[config.mk]
export PLATFORM = sky130hd
export DESIGN_NAME = mips_cpu_div_unit_flat
export DESIGN_NICKNAME = d
export VERILOG_FILES = /design/src/rtl/mips_cpu_div_unit_if.sv /design/src/rtl/mips_cpu_div_unit.sv /design/src/flat_wrapper.sv
export SDC_FILE = /design/constraint.sdc
export NUM_CORES = 1
export LEC_CHECK = 0
export ABC_AREA = 0
export BUFFER_PORTS_ARGS = -buffer_cell sky130_fd_sc_hd__buf_2
export CELL_PAD_IN_SITES_DETAIL_PLACEMENT = 0
export CELL_PAD_IN_SITES_GLOBAL_PLACEMENT = 1
export CORE_MARGIN = 4
export CORE_UTILIZATION = 45
export CTS_CLUSTER_SIZE = 10
export DETAILED_ROUTE_END_ITERATION = 12
export GPL_TIMING_DRIVEN = 0
export PLACE_DENSITY = 0.89
export SETUP_SLACK_MARGIN = 0.3
export SLEW_MARGIN = 30
export SYNTH_ARGS = -nofsm -noshare
export SYNTH_HDL_FRONTEND = slang
export SYNTH_SLANG_ARGS = --single-unit
[constraint.sdc]
create_clock -name clk -period 4.34 [get_ports clk]
set_input_delay 0.217 -clock clk [delete_from_list [all_inputs] [get_ports clk]]
set_output_delay 0.217 -clock clk [all_outputs]
set_load 0.05 [all_outputs]
[src/rtl/mips_cpu_div_unit_if.sv]
// Start/done handshake and operand/result bus between the CPU datapath and the divider.
interface mips_cpu_div_unit_if #(
  parameter int WIDTH = 32
);
  logic             valid_in;
  logic             is_signed;
  logic [WIDTH-1:0] dividend;
  logic [WIDTH-1:0] divisor;
  logic             busy;
  logic             valid_out;
  logic [WIDTH-1:0] quotient;
  logic [WIDTH-1:0] remainder;
  logic             div_by_zero;

  modport master (
    output valid_in, is_signed, dividend, divisor,
    input  busy, valid_out, quotient, remainder, div_by_zero
  );

  modport slave (
    input  valid_in, is_signed, dividend, divisor,
    output busy, valid_out, quotient, remainder, div_by_zero
  );
endinterface

[src/rtl/mips_cpu_div_unit.sv]
// Multi-cycle radix-2 restoring divider for MIPS DIV/DIVU.
// Fixed 33-cycle latency from start to valid results, independent of operands.
//
// state | meaning
// IDLE  | waiting for the first start request
// CALC  | one quotient bit per cycle, 32 cycles
// FIX   | apply signs to magnitude results, publish outputs
// DONE  | results held stable; a new start is accepted here
module mips_cpu_div_unit #(
  parameter int WIDTH = 32,
  parameter int CNT_W = 5
) (
  input logic               clk,
  input logic               reset,
  mips_cpu_div_unit_if.slave bus
);

  typedef enum logic [1:0] {
    S_IDLE = 2'd0,
    S_CALC = 2'd1,
    S_FIX  = 2'd2,
    S_DONE = 2'd3
  } state_t;

  state_t           r_state;
  state_t           w_next;

  logic [WIDTH-1:0] r_a;
  logic [WIDTH-1:0] r_b;
  logic [WIDTH-1:0] r_p;
  logic [CNT_W-1:0] r_count;
  logic             r_sign_q;
  logic             r_sign_r;
  logic             r_dz;
  logic [WIDTH-1:0] r_quotient;
  logic [WIDTH-1:0] r_remainder;
  logic             r_div_by_zero;

  logic             w_start;
  logic [WIDTH-1:0] w_abs_dividend;
  logic [WIDTH-1:0] w_abs_divisor;
  logic [WIDTH:0]   w_t;
  logic             w_ge;
  logic [WIDTH-1:0] w_diff;
  logic [WIDTH-1:0] w_p_next;

  assign w_start = ((r_state == S_IDLE) || (r_state == S_DONE)) && bus.valid_in;

  assign w_abs_dividend = (bus.is_signed && bus.dividend[WIDTH-1]) ? (~bus.dividend + 1'b1) : bus.dividend;
  assign w_abs_divisor  = (bus.is_signed && bus.divisor[WIDTH-1])  ? (~bus.divisor + 1'b1)  : bus.divisor;

  // The full partial remainder is kept in the shift: with a divisor near 2^WIDTH-1
  // the remainder can have its top bit set, so the trial value needs WIDTH+1 bits.
  assign w_t      = {r_p, r_a[WIDTH-1]};
  assign w_ge     = (w_t >= {1'b0, r_b});
  assign w_diff   = w_t[WIDTH-1:0] - r_b;
  assign w_p_next = w_ge ? w_diff : w_t[WIDTH-1:0];

  // State register
  always_ff @(posedge clk or negedge reset) begin
    if (!reset) r_state <= S_IDLE;
    else        r_state <= w_next;
  end

  // Next-state decode
  always_comb begin
    w_next = r_state;
    case (r_state)
      S_IDLE:  if (bus.valid_in) w_next = S_CALC;
      S_CALC:  if (r_count == '0) w_next = S_FIX;
      S_FIX:   w_next = S_DONE;
      S_DONE:  if (bus.valid_in) w_next = S_CALC;
      default: w_next = S_IDLE;
    endcase
  end

  // Operand latch, iteration datapath and result registers
  always_ff @(posedge clk or negedge reset) begin
    if (!reset) begin
      r_a           <= '0;
      r_b           <= '0;
      r_p           <= '0;
      r_count       <= '0;
      r_sign_q      <= 1'b0;
      r_sign_r      <= 1'b0;
      r_dz          <= 1'b0;
      r_quotient    <= '0;
      r_remainder   <= '0;
      r_div_by_zero <= 1'b0;
    end else if (w_start) begin
      r_sign_q <= bus.is_signed & (bus.dividend[WIDTH-1] ^ bus.divisor[WIDTH-1]);
      r_sign_r <= bus.is_signed & bus.dividend[WIDTH-1];
      r_a      <= w_abs_dividend;
      r_b      <= w_abs_divisor;
      r_dz     <= (bus.divisor == '0);
      r_p      <= '0;
      r_count  <= CNT_W'(WIDTH - 1);
    end else if (r_state == S_CALC) begin
      r_p     <= w_p_next;
      r_a     <= {r_a[WIDTH-2:0], w_ge};
      r_count <= r_count - 1'b1;
    end else if (r_state == S_FIX) begin
      r_quotient    <= r_sign_q ? (~r_a + 1'b1) : r_a;
      r_remainder   <= r_sign_r ? (~r_p + 1'b1) : r_p;
      r_div_by_zero <= r_dz;
    end
  end

  assign bus.busy        = (r_state == S_CALC) || (r_state == S_FIX);
  assign bus.valid_out   = (r_state == S_DONE);
  assign bus.quotient    = r_quotient;
  assign bus.remainder   = r_remainder;
  assign bus.div_by_zero = r_div_by_zero;

endmodule

[src/flat_wrapper.sv]
// flat-port wrapper written by rule: the top's interface ports become plain ports
module mips_cpu_div_unit_flat 
#(
  parameter int WIDTH = 32,
  parameter int CNT_W = 5
)
  (clk, reset, bus_valid_in, bus_is_signed, bus_dividend, bus_divisor, bus_busy, bus_valid_out, bus_quotient, bus_remainder, bus_div_by_zero);
  mips_cpu_div_unit_if #(.WIDTH(WIDTH)) bus_i ();
  input logic clk;
  input logic reset;
  input wire logic [$bits(bus_i.valid_in)-1:0] bus_valid_in;
  input wire logic [$bits(bus_i.is_signed)-1:0] bus_is_signed;
  input wire logic [$bits(bus_i.dividend)-1:0] bus_dividend;
  input wire logic [$bits(bus_i.divisor)-1:0] bus_divisor;
  output wire logic [$bits(bus_i.busy)-1:0] bus_busy;
  output wire logic [$bits(bus_i.valid_out)-1:0] bus_valid_out;
  output wire logic [$bits(bus_i.quotient)-1:0] bus_quotient;
  output wire logic [$bits(bus_i.remainder)-1:0] bus_remainder;
  output wire logic [$bits(bus_i.div_by_zero)-1:0] bus_div_by_zero;
  assign bus_i.valid_in = bus_valid_in;
  assign bus_i.is_signed = bus_is_signed;
  assign bus_i.dividend = bus_dividend;
  assign bus_i.divisor = bus_divisor;
  assign bus_busy = bus_i.busy;
  assign bus_valid_out = bus_i.valid_out;
  assign bus_quotient = bus_i.quotient;
  assign bus_remainder = bus_i.remainder;
  assign bus_div_by_zero = bus_i.div_by_zero;
  mips_cpu_div_unit #(.WIDTH(WIDTH), .CNT_W(CNT_W)) u_core (.clk(clk), .reset(reset), .bus(bus_i));
endmodule
==> summary.md <==
| Metric | Value |
|---|---|
| Outcome | `completed` |
| YS warnings | `0` |
| Worst slew pin tran | `794 ps` |
| TNS Setup | `0 ps` |
| Number of enable flip-flop cells after synthesis | `0` |
| Critical Path AT | `4110 ps` |
| CTS clk-pin slew, worst paths | `70 ps` |
| Core Area | `24500 um^2` |
| Initial antenna violation count | `0` |
| Post-route ant nets | `0` |
| WS Path Type | `flip-flop to flip-flop` |
| Fraction of registers with async set/reset | `1.00` |
| Residual DRC | `0` |
| Chip height | `167 um` |
| Reg-to-reg endpoint | `u_core.r_p[28]$_DFFE_PN0P_` |
| Period utilisation layout | `0.883` |
| Unrepaired setup endpoints after global routing | `no` |
| Achievable frequency | `261 MHz` |
| Layout Area Growth over Synthesis | `15.8%` |
| GRT Total Usage | `0.223` |
| Startpoint Class | `flip-flop` |
| Final net count | `1627` |
| First DRT Iteration DRCs | `845` |
| Worst hold path type | `input pin to flip-flop` |
| CP startpoint | `u_core.r_p[5]$_DFFE_PN0P_` |
| Yosys reg bits | `171` |
| Overflow after GRT | `0` |
| Synth cell types | `65` |
| # IOs | `135` |
| Sink Count | `171` |
| GP Congestion | `0.918` |
| Top FF cell, synth | `dfrtp_1` |
| Worst R2R Start | `u_core.r_p[5]$_DFFE_PN0P_` |
| CP Capture Type | `flip-flop` |
| CP Max Fanout | `10` |
| H-tree Lvls | `4` |
| HP Start | `bus_divisor[31]` |
| CP required | `4620 ps` |
| Global-route wire length before repair | `50900 um` |
| Max-cap violations | `0` |
| # setup viols final | `0` |
| Rows | `57` |
| Via count | `10300` |
| Hold Path Sink | `u_core.r_dz$_DFFE_PN0P_` |
| CTS tree | `built` |
| Number of global-route vias before repair | `9738` |
| Hold depth | `2` |
| Initial core utilization | `0.461` |
| Avg Cell Area, Syn | `8.34 um^2` |
| Share of post-route cells with drive strength above 1 | `0.125` |
| Syn_nets | `1468` |
| Vias/cell | `5.56` |
| DR pass1 iterations | `5` |
| Largest net degree at the start of global routing | `72` |
| Per-cell routed wire length | `17.2 um` |
| WL final | `31900 um` |
| Antenna diodes | `0` |
| Die area | `27800 um^2` |
| Hold Fails Final Rpt | `0` |
| Die X | `167 um` |
| CTS Buf Count | `17` |
| Clk_skew | `11.4 ps` |
| Worst-case clock buffer depth | `2` |
| Clock Tree Root | `clkbuf_16` |
| Final min period | `3830 ps` |
| Slew Viols, Final | `0` |
| HPWL Detailed | `24700 um` |
| R2R depth | `11` |
| Port Buffers | `134` |
| Hold slack final | `70.6 ps` |
| Clk_lat worst skew | `440 ps` |
| R2r setup slk | `510 ps` |
| Sequential share of the synthesized area | `0.378` |
| Mapped cell area | `11300 um^2` |
| Slew margin rel. | `0.466` |
| Syn Inst Count | `1357` |
[metal layers]
metal / routed length [um] / global-route usage
met5: 0 / 0
met3: 2110 / 0.0353
met2: 14300 / 0.351
met1: 15100 / 0.328
met4: 399 / 0.0491
[cells in the mapped netlist, drive strengths merged, types with 16 or more instances]
master | instances | area (um^2)
a31oi | 34 | 213
xor2 | 81 | 709
o31ai | 29 | 231
xnor2 | 66 | 578
ha | 42 | 526
a21o | 16 | 120
dfrtp | 171 | 4280
nor2 | 122 | 458
clkbuf | 62 | 233
o21ai | 139 | 696
nand2 | 188 | 706
a21oi | 114 | 571
mux2i | 35 | 350
inv | 56 | 210
[state kept, by name, summed over array words and instances, names as in the netlist]
| name | flops |
|---|---|
| u_core.r_p | 32 |
| u_core.r_dz | 1 |
| u_core.bus.quotient | 32 |
| u_core.r_b | 32 |
| u_core.bus.remainder | 32 |
| u_core.bus.div_by_zero | 1 |
| u_core.r_sign_q | 1 |
| u_core.r_a | 32 |
| u_core.r_sign_r | 1 |
| u_core.r_state | 2 |
| u_core.r_count | 5 |
[worst max-delay path, stage by stage (launching register included)]
cell and delay [ps]:
dfrtp_1 470, ha_1 400, and2_1 230, nand4_1 170, a21oi_1 160, nor2_1 110
o41ai_2 600, a31oi_1 340, o311a_1 510, clkbuf_1 290, a31oi_1 270, o32ai_1 110
[cell usage in the layout, fill, tap and decap left out, drive strengths merged, types with 7 or more instances in the layout]
cell type,n
or4,15
nor3,15
a21oi,114
nor2,122
clkbuf,82
a31oi,34
o21ai,139
xor2,81
dfrtp,171
ha,42
buf,146
a21o,16
or3,15
nor2b,11
nor4,12
nand2,188
xnor2,66
nand4,10
o41ai,12
mux2i,35
nand3,15
inv,60
and2,7
nand2b,10
o31ai,29
[what timing repair did]
action,CTS,global route
hold buffers,1,0
hold endpoints to repair,45,0
endpoints found under the setup margin,3,20
buffers inserted,0,3
pin swaps,0,1
resized for setup,1,0
[cells by family (layout without fill, tap and decap cells)]
logic type                 Yosys count  count (layout)  share of synthesized area
and+or+nand+nor                    442             442                      0.178
buffers and inverters              125             297                     0.0414
adders and majority gates           43              43                     0.0482
DFF                                171             171                      0.378
xor gates and xnor gates           147             147                      0.114
muxes                               41              41                     0.0369
AOI/OAI and AO/OA                  388             388                      0.204
[area by class of cell]
cell class                      instances  area [um^2]
Timing Repair Buffer                  140          768
Buffer                                 69          259
Sequential cell                       171         4280
Fill cell                            2350        11400
Clock buffer                           20          467
Tap cell                              324          405
Multi-Input combinational cell       1061         6590
Inverter                               56          210
Clock inverter                         12          129
[how the worst max path moves through the flow]
stage	end	slack (ps)	depth (start not counted)
finish	u_core.r_p[28]$_DFFE_PN0P_	510	11
floorplan	u_core.r_p[16]$_DFFE_PN0P_	1230	11
CTS	u_core.r_p[16]$_DFFE_PN0P_	430	11
detailed placement	u_core.r_p[16]$_DFFE_PN0P_	260	11
global placement	u_core.r_p[16]$_DFFE_PN0P_	280	11
global route	u_core.r_p[10]$_DFFE_PN0P_	310	12
[metrics by stage]
stage                util  area, um^2  std cells  setup WS, ps
CTS                 0.533       13100       1850           430
global placement    0.505       12400       1815           281
detailed placement  0.508       12500       1817           265
global route        0.534       13100       1853           307
finish              0.534       13100       1853           509
floorplan               -       11300       1357          1230
Power is not shown: default switching activity piles up to over one toggle a cycle in this logic, so the estimate is an artifact.
